==> config.mk <==
export PLATFORM = sky130hd
export DESIGN_NAME = snake_vga_scan
export DESIGN_NICKNAME = d
export VERILOG_FILES = /design/src/rtl/snake_pkg.sv /design/src/rtl/vga_axis_counter.sv /design/src/rtl/snake_vga_scan.sv
export SDC_FILE = /design/constraint.sdc
export NUM_CORES = 1
export LEC_CHECK = 0
export ABC_AREA = 1
export CAP_MARGIN = 40
export CORE_UTILIZATION = 50
export CTS_CLUSTER_DIAMETER = 30
export DETAILED_ROUTE_END_ITERATION = 16
export GPL_TIMING_DRIVEN = 0
export PLACE_DENSITY_LB_ADDON = 0.2
export SYNTH_ARGS = -nofsm -noshare
export SYNTH_HDL_FRONTEND = slang
export SYNTH_HIERARCHICAL = 1
export SYNTH_SLANG_ARGS = --single-unit
==> constraint.sdc <==
create_clock -name clk -period 2.4 [get_ports clk]
set_clock_uncertainty 0.05 [all_clocks]
set_input_delay 0.48 -clock clk [delete_from_list [all_inputs] [get_ports clk]]
set_output_delay 0.48 -clock clk [all_outputs]
set_load 0.01 [all_outputs]
==> src/rtl/snake_pkg.sv <==
// +--------------------------------------------------------------------+
// | snake_pkg : shared VGA timing, grid and colour constants           |
// | Rev 1.0                                                            |
// +--------------------------------------------------------------------+
`default_nettype none

package snake_pkg;

  localparam int c_CLK_DIV  = 4;
  localparam int c_H_ACTIVE = 640;
  localparam int c_H_FP     = 16;
  localparam int c_H_SYNC   = 96;
  localparam int c_H_BP     = 48;
  localparam int c_H_TOTAL  = c_H_ACTIVE + c_H_FP + c_H_SYNC + c_H_BP;
  localparam int c_V_ACTIVE = 480;
  localparam int c_V_FP     = 10;
  localparam int c_V_SYNC   = 2;
  localparam int c_V_BP     = 33;
  localparam int c_V_TOTAL  = c_V_ACTIVE + c_V_FP + c_V_SYNC + c_V_BP;
  localparam int c_CELL_PX  = 10;
  localparam int c_PIPE_DLY = 1;
  localparam int c_GRID_W   = 64;
  localparam int c_GRID_H   = 48;

  localparam logic [11:0] c_COLOR_BLACK = 12'h000;
  localparam logic [11:0] c_COLOR_BG    = 12'hFFF;
  localparam logic [11:0] c_COLOR_SNAKE = 12'h0F0;

  typedef struct packed {
    logic [3:0] r;
    logic [3:0] g;
    logic [3:0] b;
  } rgb_t;

endpackage

`default_nettype wire

==> src/rtl/vga_axis_counter.sv <==
// +--------------------------------------------------------------------+
// | vga_axis_counter : one raster axis with window decode and cell idx |
// | Rev 1.0                                                            |
// +--------------------------------------------------------------------+
`default_nettype none

module vga_axis_counter #(
  parameter int ACTIVE = 640,
  parameter int FP     = 16,
  parameter int SYNC   = 96,
  parameter int BP     = 48,
  parameter int CELL   = 10,
  parameter int IDX_W  = 6
) (
  input  logic             clk,
  input  logic             rst_n,
  input  logic             adv,
  output logic             wrap,
  output logic             last_active,
  output logic             active,
  output logic             sync_n,
  output logic [IDX_W-1:0] index
);

  localparam int c_TOTAL = ACTIVE + FP + SYNC + BP;
  localparam int c_CNT_W = $clog2(c_TOTAL);
  localparam int c_SUB_W = (CELL > 1) ? $clog2(CELL) : 1;

  logic [c_CNT_W-1:0] r_cnt;
  logic [c_SUB_W-1:0] r_sub;
  logic [IDX_W-1:0]   r_idx;

  assign wrap        = adv && (r_cnt == c_CNT_W'(c_TOTAL - 1));
  assign last_active = (r_cnt == c_CNT_W'(ACTIVE - 1));
  assign active      = (r_cnt < c_CNT_W'(ACTIVE));
  assign sync_n      = !((r_cnt >= c_CNT_W'(ACTIVE + FP)) &&
                         (r_cnt <  c_CNT_W'(ACTIVE + FP + SYNC)));
  assign index       = r_idx;

  // Clearing on the last active count keeps the index at 0 throughout blank.
  always_ff @(posedge clk or negedge rst_n) begin
    if (!rst_n) begin
      r_cnt <= '0;
      r_sub <= '0;
      r_idx <= '0;
    end else if (adv) begin
      r_cnt <= wrap ? '0 : r_cnt + 1'b1;
      if (wrap || last_active) begin
        r_sub <= '0;
        r_idx <= '0;
      end else if (active) begin
        if (r_sub == c_SUB_W'(CELL - 1)) begin
          r_sub <= '0;
          r_idx <= r_idx + 1'b1;
        end else begin
          r_sub <= r_sub + 1'b1;
        end
      end
    end
  end

endmodule

`default_nettype wire

==> src/rtl/snake_vga_scan.sv <==
// +--------------------------------------------------------------------+
// | snake_vga_scan : 640x480 raster timing, cell indices, blanked RGB  |
// | Rev 1.0                                                            |
// +--------------------------------------------------------------------+
`default_nettype none

module snake_vga_scan
  import snake_pkg::*;
#(
  parameter int CLK_DIV  = c_CLK_DIV,
  parameter int H_ACTIVE = c_H_ACTIVE,
  parameter int H_FP     = c_H_FP,
  parameter int H_SYNC   = c_H_SYNC,
  parameter int H_BP     = c_H_BP,
  parameter int V_ACTIVE = c_V_ACTIVE,
  parameter int V_FP     = c_V_FP,
  parameter int V_SYNC   = c_V_SYNC,
  parameter int V_BP     = c_V_BP,
  parameter int CELL_PX  = c_CELL_PX,
  parameter int PIPE_DLY = c_PIPE_DLY
) (
  input  logic        clk,
  input  logic        rst_n,
  input  logic [11:0] color,
  output logic [5:0]  hIndex,
  output logic [5:0]  vIndex,
  output logic        pix_en,
  output logic [3:0]  vga_r,
  output logic [3:0]  vga_g,
  output logic [3:0]  vga_b,
  output logic        hsync,
  output logic        vsync,
  output logic        frame_tick
);

  localparam int c_DIV_W = (CLK_DIV > 1) ? $clog2(CLK_DIV) : 1;

  logic [c_DIV_W-1:0]        r_div;
  logic                      w_pix_en;
  logic                      w_h_wrap, w_h_last, w_h_act, w_hs_n;
  logic                      w_v_wrap, w_v_last, w_v_act, w_vs_n;
  logic [2:0]                w_raw;
  logic [2:0]                w_dly;
  logic [PIPE_DLY-1:0][2:0]  r_pipe;
  rgb_t                      r_rgb;
  logic                      r_hs, r_vs, r_tick;

  assign w_pix_en = (r_div == c_DIV_W'(CLK_DIV - 1));

  always_ff @(posedge clk or negedge rst_n) begin
    if (!rst_n) r_div <= '0;
    else        r_div <= w_pix_en ? '0 : r_div + 1'b1;
  end

  vga_axis_counter #(
    .ACTIVE(H_ACTIVE), .FP(H_FP), .SYNC(H_SYNC), .BP(H_BP),
    .CELL(CELL_PX), .IDX_W(6)
  ) u_h_axis (
    .clk(clk), .rst_n(rst_n), .adv(w_pix_en),
    .wrap(w_h_wrap), .last_active(w_h_last), .active(w_h_act),
    .sync_n(w_hs_n), .index(hIndex)
  );

  vga_axis_counter #(
    .ACTIVE(V_ACTIVE), .FP(V_FP), .SYNC(V_SYNC), .BP(V_BP),
    .CELL(CELL_PX), .IDX_W(6)
  ) u_v_axis (
    .clk(clk), .rst_n(rst_n), .adv(w_h_wrap),
    .wrap(w_v_wrap), .last_active(w_v_last), .active(w_v_act),
    .sync_n(w_vs_n), .index(vIndex)
  );

  // {active, hs_n, vs_n} delayed to line up with the mapper's colour return.
  assign w_raw = {w_h_act & w_v_act, w_hs_n, w_vs_n};
  assign w_dly = r_pipe[PIPE_DLY-1];

  always_ff @(posedge clk or negedge rst_n) begin
    if (!rst_n) begin
      r_pipe <= {PIPE_DLY{3'b011}};
      r_rgb  <= '0;
      r_hs   <= 1'b1;
      r_vs   <= 1'b1;
      r_tick <= 1'b0;
    end else begin
      r_tick <= w_h_wrap & w_v_last;
      if (w_pix_en) begin
        r_pipe[0] <= w_raw;
        for (int i = 1; i < PIPE_DLY; i++) r_pipe[i] <= r_pipe[i-1];
        r_rgb <= w_dly[2] ? rgb_t'(color) : rgb_t'(c_COLOR_BLACK);
        r_hs  <= w_dly[1];
        r_vs  <= w_dly[0];
      end
    end
  end

  assign pix_en     = w_pix_en;
  assign vga_r      = r_rgb.r;
  assign vga_g      = r_rgb.g;
  assign vga_b      = r_rgb.b;
  assign hsync      = r_hs;
  assign vsync      = r_vs;
  assign frame_tick = r_tick;

endmodule

`default_nettype wire

[Word level (Yosys, flattened, before mapping)]
Index checks and enable logic that the tools add are counted.
Storage, ports and cells
  flip-flop bits (word level): 60
  bits of input ports: 14
  word-level logic and storage cells: 68
Operators by class
  $add $sub $neg: 7
  magnitude comparators: 6
  eq/ne operators: 7
  multiplexer cells: 16
  bitwise operators: 2
  reductions and logical operators: 16
Operators by type and width (number)
  6-bit two-way mux: 6
  10-bit == test (second input constant): 3
  4-bit two-way mux: 6
  10-bit by 1-bit adder with 10-bit output (second input constant): 2
  10-bit < comparator (second input constant): 2
  10-bit by 9-bit < comparator with 1-bit output (second input constant): 2
  10-bit two-way mux: 2
  6-bit by 1-bit adder with 6-bit output (second input constant): 2
  12-bit two-way mux: 1
  10-bit by 9-bit == test with 1-bit output (second input constant): 1
  10-bit greater-or-equal comparator (second input constant): 1
  10-bit by 9-bit greater-or-equal comparator with 1-bit output (second input constant): 1
  4-bit by 1-bit adder with 4-bit output (second input constant): 2
  4-bit == test (second input constant): 2
  2-bit nonzero test: 4
  3-bit AND reduction: 2
  1-bit logical AND: 4
  2-bit AND reduction: 2
  2-bit by 1-bit adder with 2-bit output (second input constant): 1
  1-bit bitwise AND: 2
  2-bit == test (second input constant): 1
  1-bit logical NOT: 2
  1-bit logical OR: 2
  2-bit two-way mux: 1

[Logic depth before layout (Yosys ltp)]
  depth in word-level cells: 6
  mapped depth: 13
  mapped depth without buffers: 12

[By module]
The synthesis kept the hierarchy.
Modules (own cells, without submodules)
  vga_axis_counter at u_v_axis: times used 1, cells each 177, area each 1381.3 um^2, sequential area each 500.5 um^2
  vga_axis_counter at u_h_axis: times used 1, cells each 165, area each 1208.7 um^2, sequential area each 500.5 um^2
  snake_vga_scan: times used 1, cells each 81, area each 797.0 um^2, sequential area each 505.5 um^2

[Least setup slack after synthesis]
OpenSTA, ideal clock, no wires.
  kind: reg2reg
  from: register r_div[0]
  to: register u_v_axis.r_sub[2]
  arrival: 1.922 ns
  data required time: 2.231 ns
  setup slack: 0.309 ns
  cell stages (with the launch flop): 14
  buffers on the path: 1
  clock period less this slack: 2.091 ns
  cell sequence: dfrtp_1 -> ha_1 -> inv_2 -> nor3_4 -> nand3_4 -> inv_2 -> buf_6 -> nand2_1 -> nor2_4 -> nand3_4 -> nand3_4 -> nand2_4 -> nand2_1 -> o21ai_2
Between the ends
  word-level cells in the longest chain between the ends: 6
Ends and longest elaborated chain
  start, declared: RTL line snake_vga_scan.sv:38  | logic [c_DIV_W-1:0] r_div;
  start signal, assigned: RTL line snake_vga_scan.sv:52  | else r_div <= w_pix_en ? '0 : r_div + 1'b1;
  2-bit == test (*): RTL line snake_vga_scan.sv:48  | assign w_pix_en = (r_div == c_DIV_W'(CLK_DIV - 1));
  net pix_en: RTL line snake_vga_scan.sv:27  | output logic pix_en,
  1-bit logical AND (*): RTL line vga_axis_counter.sv:33  | assign wrap = adv && (r_cnt == c_CNT_W'(c_TOTAL - 1));
  net w_h_wrap: RTL line snake_vga_scan.sv:40  | logic w_h_wrap, w_h_last, w_h_act, w_hs_n;
  1-bit logical AND: RTL line vga_axis_counter.sv:33
  1-bit logical OR: RTL line vga_axis_counter.sv:48  | if (wrap || last_active) begin
  2-bit nonzero test (no source line)
  2-bit AND reduction (no source line)
  end signal, assigned: RTL line vga_axis_counter.sv:56  | r_sub <= r_sub + 1'b1;
  end, declared: RTL line vga_axis_counter.sv:30  | logic [c_SUB_W-1:0] r_sub;
The timed path passes the listed nets; every way through them passes the cells marked *.
A chain may end at the register's enable or synchronous reset.

[Worst setup path after layout]
  from: register r_div[0]
  to: register u_v_axis.r_sub[0]
Between the ends
  word-level cells in the longest chain between the ends: 6
Ends and longest elaborated chain (RTL line)
  2-bit == test (*): snake_vga_scan.sv:48
  1-bit logical AND (*): vga_axis_counter.sv:33
  net w_h_wrap: snake_vga_scan.sv:40
  1-bit logical AND: vga_axis_counter.sv:33
  1-bit logical OR: vga_axis_counter.sv:48
  2-bit nonzero test (no source line)
  2-bit AND reduction (no source line)
Marked as above.

==> impl_metrics.yaml <==
clock_network:
  clkSlewWorstSetupHoldPaths_ps: 70
  clock-sinks: 60
  root_buffer: "clkbuf_8"
  insertion_delay_ps: 340
  htree_levels: 3
  cts_tree: "built"
  numCtsBuffers: 9
  clk_path_buf_depth: 2
floorplanning:
  io-pin-count: 42
  rows: 29
  die_height_um: 84.3
  dieArea_um2: 7100
  coreArea_um2: 6460
  start_util: 0.524
  fp.dieW_um: 84.3
routing:
  firstDrtPassIters: 10
  drt_iter0_markers: 136
  wl_um: 6930
  routed_via_density: 5.13
  post-route-drc-count: 4
  via_count: 2875
  wl_per_cell_um: 12.4
  ant_nets: 0
pwr:
  power_w: 0.00211
  p_leak_nw: 2.03
  vdd_ir_drop_max_mv: 0.282
  power_density_nw_per_um2: 506
global_route:
  grt_antenna_before_repair: 0
  grt_pass1_vias: 2826
  grt-ovfl-total: 0
  groute.usage.overall: 0.213
  grt_max_degree: 25
  grt_first_pass_wirelength_um: 12000
critical_path:
  cp-end-kind: "flip-flop"
  rr_startpoint: "r_div[0]$_DFF_PN0_"
  crit_start: "r_div[0]$_DFF_PN0_"
  start_kind: "flip-flop"
  reg2regPathDepth: 13
  cp_max_fo: 9
  crit_type: "flip-flop to flip-flop"
  crit_arrival_ps: 2300
  cp.required_ps: 2590
hold_path:
  hold_depth: 2
  hold_path.startpoint: "vsync$_DFFE_PN1N_"
  hold_path.class: "flip-flop to flip-flop"
timing:
  worst_slack_ps: 280
  final.period_utilization: 0.883
  rsz0062_at_grt: "no"
  worst_slew_pin_slew_ps: 450
  fmax_ghz: 0.472
  hold_viol_final: 0
  finalSetupViolations: 0
  relSlewSlack: 0.700
  drv_slew: 0
  whs_ps: 409
  finalCriticalPeriod_ps: 2120
yosys:
  synth_nets: 446
  synth_warnings: 6
  netlist_instances: 422
  synth_area_um2: 3380
  syn_area_per_cell_um2: 8.02
layout:
  layout.cells.non_filler: 560
  layout-drive-gt1-share: 0.145
  diodes: 0
  fin_nets: 502
  final_core_utilization: 0.645
  area_growth_pct: 23.2
place:
  io_buffers: 41
  place_ws_ps: 137
  place_inst: 542
  place_congestion: 0.799
  dp_hpwl_um: 5050
outcome:
  violations: "design-rule violations"
  status: "complete, but fails checks"
flow_run:
  maxCapViolations: 0
worst max-delay path, stage by stage (launching register included):
cell,delay [ps]
dfrtp_1,370
ha_2,260
inv_2,70
nor3_4,140
nand3_4,110
inv_2,100
buf_6,150
nand2_1,100
nor2_4,140
nand3_4,150
nand3_4,120
nand2_4,100
nand2_1,90
o21ai_2,60
where the power goes:
group | total (W) | switching [W] | internal, W
Clock | 0.000998 | 0.000390 | 0.000607
Sequential | 0.00103 | 0.00000558 | 0.00102
Combinational | 0.0000858 | 0.0000379 | 0.0000480
state kept, by name, indices dropped and copies added, names as in the netlist, 2 cells and up:
register,count
u_v_axis/r_sub,4
u_v_axis/r_cnt,10
u_h_axis/index,6
u_v_axis/index,6
r_pipe,3
vga_g,4
vga_b,4
u_h_axis/r_cnt,10
r_div,2
u_h_axis/r_sub,4
vga_r,4
final cells by class:
| type | count | area [um2] |
|---|---|---|
| Inverter | 55 | 211 |
| Tap cell | 77 | 96.3 |
| Buffer | 7 | 57.6 |
| Timing Repair Buffer | 45 | 470 |
| Fill cell | 568 | 2290 |
| Multi-Input combinational cell | 300 | 1610 |
| Clock inverter | 5 | 75.1 |
| Clock buffer | 11 | 141 |
| Sequential cell | 60 | 1510 |
path summary, 6_finish.rpt:
kind,to,slack [ps]
max in group asynchronous,r_pipe[1]$_DFFE_PN1N_,1040
min in group asynchronous,vga_b[1]$_DFFE_PN0N_,530
min reg2reg,vsync$_DFFE_PN1N_,410
max,u_v_axis/r_sub[0]$_DFFE_PN0P_,280
min,vsync$_DFFE_PN1N_,410
max reg2reg,u_v_axis/r_sub[0]$_DFFE_PN0P_,280
repair_timing:
action	CTS	global route
buffers inserted	0	1
hold buffers	1	0
resized for setup	0	1
endpoints found under the hold margin	6	0
setup endpoints to repair	0	13
placed cells by master, fill, tap and decap left out, drive strengths merged:
cell,n
a21oi,7
a31oi,1
buf,9
bufinv,2
clkbuf,13
clkdlybuf4s50,40
clkinv,3
dfrtp,56
dfstp,4
dlygate4sd3,1
ha,10
inv,55
nand2,134
nand3,53
nand3b,1
nand4,11
nor2,46
nor3,9
o211ai,2
o21ai,12
xnor2,3
xor2,11
metal layers:
layer	up-vias	wire (um)	share of wire	track usage
li1	1458	-	-	-
met1	1362	3140	0.45	0.257
met2	40	3420	0.49	0.347
met3	15	193	0.028	0.0433
met4	0	175	0.025	0.139
met5	-	0	0	0
through the flow:
step           TNS (ps)  cell area, um2
6_report              0            4170
5_1_grt               0            4170
4_1_cts               0            4160
3_5_place_dp          0            3930
3_3_place_gp     -66230            3890
2_1_floorplan         0            3380
No activity file was read; power rests on OpenSTA's default activity.
